File: src/rtl/chunked_serial_adder.sv
// Multi-cycle adder/subtractor that sums CHUNK bits per clock and ripples the carry
// through a register between chunks, with valid/ready handshakes on both sides.
module chunked_serial_adder #(
  parameter int WIDTH = 32,
  parameter int CHUNK = 4
) (
  input  logic             clock,
  input  logic             reset_n,
  input  logic             in_valid,
  output logic             in_ready,
  input  logic [WIDTH-1:0] A,
  input  logic [WIDTH-1:0] B,
  input  logic             Cin,
  input  logic             sub,
  output logic             out_valid,
  input  logic             out_ready,
  output logic [WIDTH-1:0] S,
  output logic             Cout,
  output logic             overflow
);

  localparam int N    = WIDTH / CHUNK;
  localparam int IDXW = (N > 1) ? $clog2(N) : 1;

  generate
    if (WIDTH < 1 || CHUNK < 1 || (WIDTH % CHUNK) != 0) begin : g_param_check
      $error("chunked_serial_adder: CHUNK must be >= 1 and divide WIDTH exactly");
    end
  endgenerate

  typedef enum logic [1:0] {
    IDLE,
    RUN,
    DONE
  } state_t;

  state_t          state;
  logic [WIDTH-1:0] a_reg;
  logic [WIDTH-1:0] b_reg;
  logic             carry;
  logic [IDXW-1:0]  idx;

  logic [CHUNK-1:0] a_chunk;
  logic [CHUNK-1:0] b_chunk;
  logic [CHUNK:0]   chunk_sum;
  logic             msb_carry;

  // The carry into the top bit of a chunk is recovered from that bit's sum: s = a ^ b ^ c_in.
  always_comb begin
    a_chunk   = a_reg[idx*CHUNK +: CHUNK];
    b_chunk   = b_reg[idx*CHUNK +: CHUNK];
    chunk_sum = {1'b0, a_chunk} + {1'b0, b_chunk} + {{CHUNK{1'b0}}, carry};
    msb_carry = a_chunk[CHUNK-1] ^ b_chunk[CHUNK-1] ^ chunk_sum[CHUNK-1];
  end

  always_ff @(posedge clock or negedge reset_n) begin
    if (!reset_n) begin
      state     <= IDLE;
      a_reg     <= '0;
      b_reg     <= '0;
      carry     <= 1'b0;
      idx       <= '0;
      S         <= '0;
      Cout      <= 1'b0;
      overflow  <= 1'b0;
      out_valid <= 1'b0;
      in_ready  <= 1'b1;
    end else begin
      case (state)
        IDLE: begin
          if (in_valid) begin
            a_reg    <= A;
            b_reg    <= sub ? ~B : B;
            carry    <= sub ? 1'b1 : Cin;
            idx      <= '0;
            in_ready <= 1'b0;
            state    <= RUN;
          end
        end
        RUN: begin
          S[idx*CHUNK +: CHUNK] <= chunk_sum[CHUNK-1:0];
          carry                 <= chunk_sum[CHUNK];
          idx                   <= idx + IDXW'(1);
          // Last chunk: publish carry-out and signed overflow alongside the final sum bits.
          if (idx == IDXW'(N-1)) begin
            Cout      <= chunk_sum[CHUNK];
            overflow  <= msb_carry ^ chunk_sum[CHUNK];
            out_valid <= 1'b1;
            state     <= DONE;
          end
        end
        DONE: begin
          if (out_ready) begin
            out_valid <= 1'b0;
            in_ready  <= 1'b1;
            state     <= IDLE;
          end
        end
        default: begin
          state     <= IDLE;
          out_valid <= 1'b0;
          in_ready  <= 1'b1;
        end
      endcase
    end
  end

endmodule

File: config.mk
export PLATFORM = sky130hd
export DESIGN_NAME = chunked_serial_adder
export DESIGN_NICKNAME = d
export VERILOG_FILES = /design/src/rtl/chunked_serial_adder.sv
export SDC_FILE = /design/constraint.sdc
export NUM_CORES = 1
export LEC_CHECK = 0
export CORE_ASPECT_RATIO = 0.5
export CORE_MARGIN = 1
export CORE_UTILIZATION = 40
export CTS_CLUSTER_SIZE = 28
export DETAILED_ROUTE_END_ITERATION = 6
export GPL_TIMING_DRIVEN = 0
export PLACE_DENSITY_LB_ADDON = 0.08
export SETUP_SLACK_MARGIN = 0.4
export SLEW_MARGIN = 20
export SYNTH_ARGS = -nofsm -noshare
export SYNTH_HDL_FRONTEND = slang
export SYNTH_SLANG_ARGS = --single-unit
export TNS_END_PERCENT = 1
File: constraint.sdc
create_clock -name clock -period 8.7 [get_ports clock]
set_input_delay 0.87 -clock clock [delete_from_list [all_inputs] [get_ports clock]]
set_output_delay 0.87 -clock clock [all_outputs]
set_load 0.02 [all_outputs]
== Yosys cells after proc, flatten, opt, wreduce, memory -nomap -nowiden ==
Cells that the tools add are included.

* Multiply operators: 0
* Shift operators: 4
* $lt $le $gt $ge: 0
* Eq/ne operators: 6
* Bitwise gates (word level): 6
* Div/mod/pow operators: 0
* Reduce and logical (&&, ||, !) cells: 8
* $add $sub $neg: 4
* Mux-type cells: 17

{| class="wikitable"
|+ Operator list
! cell !! number
|-
| $shiftx A32 B6 Y4 || 2
|-
| $neg A5 Y34 || 1
|-
| $shift A4 B34 Y32 const A || 1
|-
| $shiftx A4 B34 Y32 || 1
|-
| $bwmux W32 || 1
|-
| $mux W32 || 1
|-
| $not A32 Y32 || 1
|-
| $reduce_and A3 Y1 || 3
|-
| $mux W1 || 6
|-
| $mux W2 || 3
|-
| $ne A2 B2 Y1 const B || 3
|-
| $pmux W1 S3 || 2
|-
| $pmux W2 S3 || 1
|-
| $pmux W3 S2 || 1
|-
| $reduce_and A2 Y1 || 3
|-
| $add A4 B4 Y5 || 1
|-
| $add A5 B1 Y5 || 1
|-
| $add A3 B1 Y3 const B || 1
|-
| $eq A3 B3 Y1 const B || 1
|-
| $mux W3 || 1
|-
| $xor A1 B1 Y1 || 3
|-
| $eq A2 B1 Y1 const B || 1
|-
| $eq A2 B2 Y1 const B || 1
|-
| $logic_not A2 Y1 || 1
|-
| other kinds (3) || 4
|}

* Register bits: 106
* Memories kept: 0
* Memory bits (read-only): 0
* Memory bits (writable): 0
* Bits in latches: 0
* Bits of input ports: 70

== Logic depth before layout (Yosys ltp) ==
* Depth in word-level cells: 5
* Depth in mapped cells: 11
* Depth with buffers taken out: 9

== Least setup slack after synthesis ==
OpenSTA, ideal clock, no wires.

* Kind: register to register
* Start point: register idx[0]
* End point: register overflow
* Clock period less this slack: 2.986 ns
* Library setup time: 0.128 ns
* Cell stages (with the launch flop): 12
* Required time: 8.572 ns
* Path buffers: 2
* Setup slack: 5.714 ns
* Arrival: 2.859 ns
* Path through: dfrtp_1 > buf_2 > buf_2 > mux4_2 > nand2_1 > nand2_1 > fa_1 > fa_1 > a21o_1 > a21oi_1 > xnor2_1 > o21ai_0

* Longest elaborated chain between the ends: 5
* Elaborated cells on any way between the ends: 9
* Those cells by class: add/sub (2); eq/ne (1); shift (2); bitwise (3); reduce/logical (1)

{| class="wikitable"
|+ RTL lines
! element !! RTL line !! text
|-
| start: declaration || 41 || <nowiki>logic [IDXW-1:0] idx;</nowiki>
|-
| start signal: assignment || 83 || <nowiki>idx <= idx + IDXW'(1);</nowiki>
|-
| $shiftx A32 B6 Y4 (on tied branches) || 50, 51 ||
|-
| $add A4 B4 Y5 || 52 || <nowiki>chunk_sum = {1'b0, a_chunk} + {1'b0, b_chunk} + {{CHUNK{1'b0}}, carry};</nowiki>
|-
| $add A5 B1 Y5 || 52 ||
|-
| $xor A1 B1 Y1 || 53 || <nowiki>msb_carry = a_chunk[CHUNK-1] ^ b_chunk[CHUNK-1] ^ chunk_sum[CHUNK-1];</nowiki>
|-
| $xor A1 B1 Y1 || 87 || <nowiki>overflow <= msb_carry ^ chunk_sum[CHUNK];</nowiki>
|-
| end signal: assignment || 87 ||
|-
| end: declaration || 19 || <nowiki>output logic overflow</nowiki>
|}

Parallel ways exist; a longest one is shown, timed or not.
A chain may end at the register's enable or synchronous reset.

== Worst setup path in the final report ==
Same ends and word-level chain as after synthesis.

==> qor.yml <==
htree_num_levels: 3
drv_slew: 0
area_growth_pct: 32.54
ys_ff_latch: 106
dp_hpwl_um: 8632
critPathSlowestCell: "mux4_2"
grt_overflow: 0
antenna_found_initial: 0
ys_types: 35
postSynthAreaPerCell_um2: 10.59
ys_seq_area_share_pct: 52.97
setup_violations: 0
async_reset_ff_share_pct: 100.0
ios: 106
required_ns: 8.92
routabilityCongestion: 0.7549
port-buffer-count: 104
clkLatencyLatePin_ns: 0.35
drt_wl_total_um: 11890
die_x_um: 160.3
grt_max_degree: 71
critical_path_arrival_ns: 3.66
critPathKind: "flop to flop"
dpl_cell_area_mm2: 0.006286
synthAdderAreaFrac_pct: 2.547
crit_chain: "buf_2 > buf_2 > mux4_2 > nand2_1 > nand2_1 > fa_1 > fa_1 > a21o_1 > a21oi_1 > xnor2_1 > o21ai_0"
slew_headroom_pct: 45.24
vias: 3684
drt_iter0_drc: 209
setup_tns_ns: 0
die_height_um: 81.14
ys.flop_type: "dfrtp_1"
grt_pass1_wl_um: 19240
drc: 0
drt-pass1-iter-count: 4
start_util_pct: 41.69
yosysWarnings: 0
fp.dieArea_mm2: 0.01300
max_clock_freq_ghz: 0.2906
hold_violations: 0
ant_nets: 0
fin_area_mm2: 0.006640
fin_cells: 759
finalClockSkew_ns: 0.005809
synth_edf_count: 0
postSynthCellCount: 473
num_antenna_cells: 0
dpl.cell_count: 743
drive_gt1_share_pct: 12.96
numCtsBuffers: 9
viasPerCell: 4.854
cts_buffer_depth: 2
final_cell_mix: "nand2_1, dfrtp_1, clkdlybuf4s50_1"
clk_pin_slew_worst_paths_ns: 0.07
cts_sinks: 106
worstPathMaxFanout: 10
synth_mux_area_share_pct: 13.66
grt_usage_pct: 19.63
seq_area_mm2: 0.002654
mostFrequentLayoutCell: "nand2_1"
min_period_ns: 3.441
crit_path_end_kind: "flop"
cp_num_buf_inv: 2
root_buffer: "clkbuf_16"
synth-simple-area-share_pct: 16.06
rsz0062_at_grt: "false"
drv_cap: 0
synthXorXnorAreaFrac_pct: 6.294
cp_top_family: "adder cells"
nNetsFinal: 668
holdBufCountCts: 0
fin_crit_sh_pct: 39.55
p_per_area_mw_per_mm2: 426.0
core_mm2: 0.01202
synth_compound_area_share_pct: 5.569
synth_nets: 552
syn_area_mm2: 0.005010
multiInputGateArea_mm2: 0.002211
cp-start-kind: "flop"
cts_setup_buffers: 0
grt_pass1_vias: 3570
std_cell_rows: 28
nFillCells: 1099
worst_slew_pin_slew_ns: 0.8156
status: "finished, final reports clean"
hold_path_class: "primary input to asynchronous set/reset pin"
synth_top_family_by_area: "simple AND/OR/NAND/NOR gates"
worst_path_largest_cell_delay_ns: 0.60
cts_resized: 0
cts_tree: "yes"
ir_drop_uv: 297.5
wl_per_cell_um: 15.66
p_leak_nw: 2.905
-- final timing paths --
check	from	to	slack, ns	depth (start not counted)
min in group clock	a_reg[8]	a_reg[8]	0.47	2
worst max register to register	idx[0]	overflow	5.26	11
worst max-delay path	idx[0]	overflow	5.26	11
max in group asynchronous	reset_n	in_ready	7.60	2
worst min register to register	a_reg[8]	a_reg[8]	0.47	2
worst min-delay path	reset_n	S[3]	0.42	1
-- power breakdown --
part / leakage [nW] / internal, mW / switching (mW)
clock: 0.169 / 0.297 / 0.180
sequential: 1.27 / 0.729 / 0.123
combinational: 1.47 / 0.657 / 0.842
total: 2.91 / 1.68 / 1.15
-- per-stage QoR --
step	power (mW)	hold WS, ns	utilization [%]	setup WS, ns
after floorplan	1.837	0.4403	-	5.714
after global placement	2.339	0.4555	52.07	2.600
after detailed placement	2.375	0.4590	52.31	5.250
after CTS	2.860	0.4232	55.26	5.221
after global routing	3.047	0.4312	55.26	5.069
final	2.828	0.4179	55.26	5.259
-- cell families (layout without fill, tap and decap cells) --
logic type | Yosys count | after routing
AND/OR/NAND/NOR | 192 | 192
buffers and inverters | 33 | 154
flip-flops | 106 | 106
AO/OA/AOI/OAI | 52 | 52
multiplexers | 45 | 45
adder cells (fa/ha/maj) | 9 | 9
XOR/XNOR | 36 | 36
-- layout make-up --
type                    instances  share of cell area [%]
well taps                     165                   3.109
plain buffers                  27                   1.847
flip-flops and latches        106                   39.97
clock inverters                 4                   1.470
repair buffers                105                   16.11
clock buffers                  12                   3.863
multi-input cells             334                   33.30
inverters                       6                  0.3392
-- metal layers --
layer	share of wire, %	track usage [%]
met1	51	28.53
met3	5.6	4.290
met5	0	0
met4	0.80	4.571
met2	43	30.04
-- worst register-to-register path, stage by stage (launching register included) --
cell	delay [ns]
dfrtp_1	0.34
buf_2	0.19
buf_2	0.36
mux4_2	0.61
nand2_1	0.09
nand2_1	0.08
fa_1	0.44
fa_1	0.48
a21o_1	0.21
a21oi_1	0.27
xnor2_1	0.15
o21ai_0	0.10
-- cell usage after synthesis (all sizes together), types with 3 or more instances --
cell / n / area share (%)
inv: 5 / 0.37
nand2: 134 / 10
nor2: 39 / 2.9
nand4: 3 / 0.37
xnor2: 35 / 6.1
mux2: 27 / 6.1
ha: 7 / 1.7
o21ai: 9 / 0.90
o31ai: 3 / 0.45
nand3: 4 / 0.40
buf: 14 / 1.5
mux4: 16 / 7.2
dfrtp: 105 / 52
nor2b: 4 / 0.50
clkbuf: 13 / 0.97
a21oi: 36 / 3.6
(Power assumes the default switching activity.)
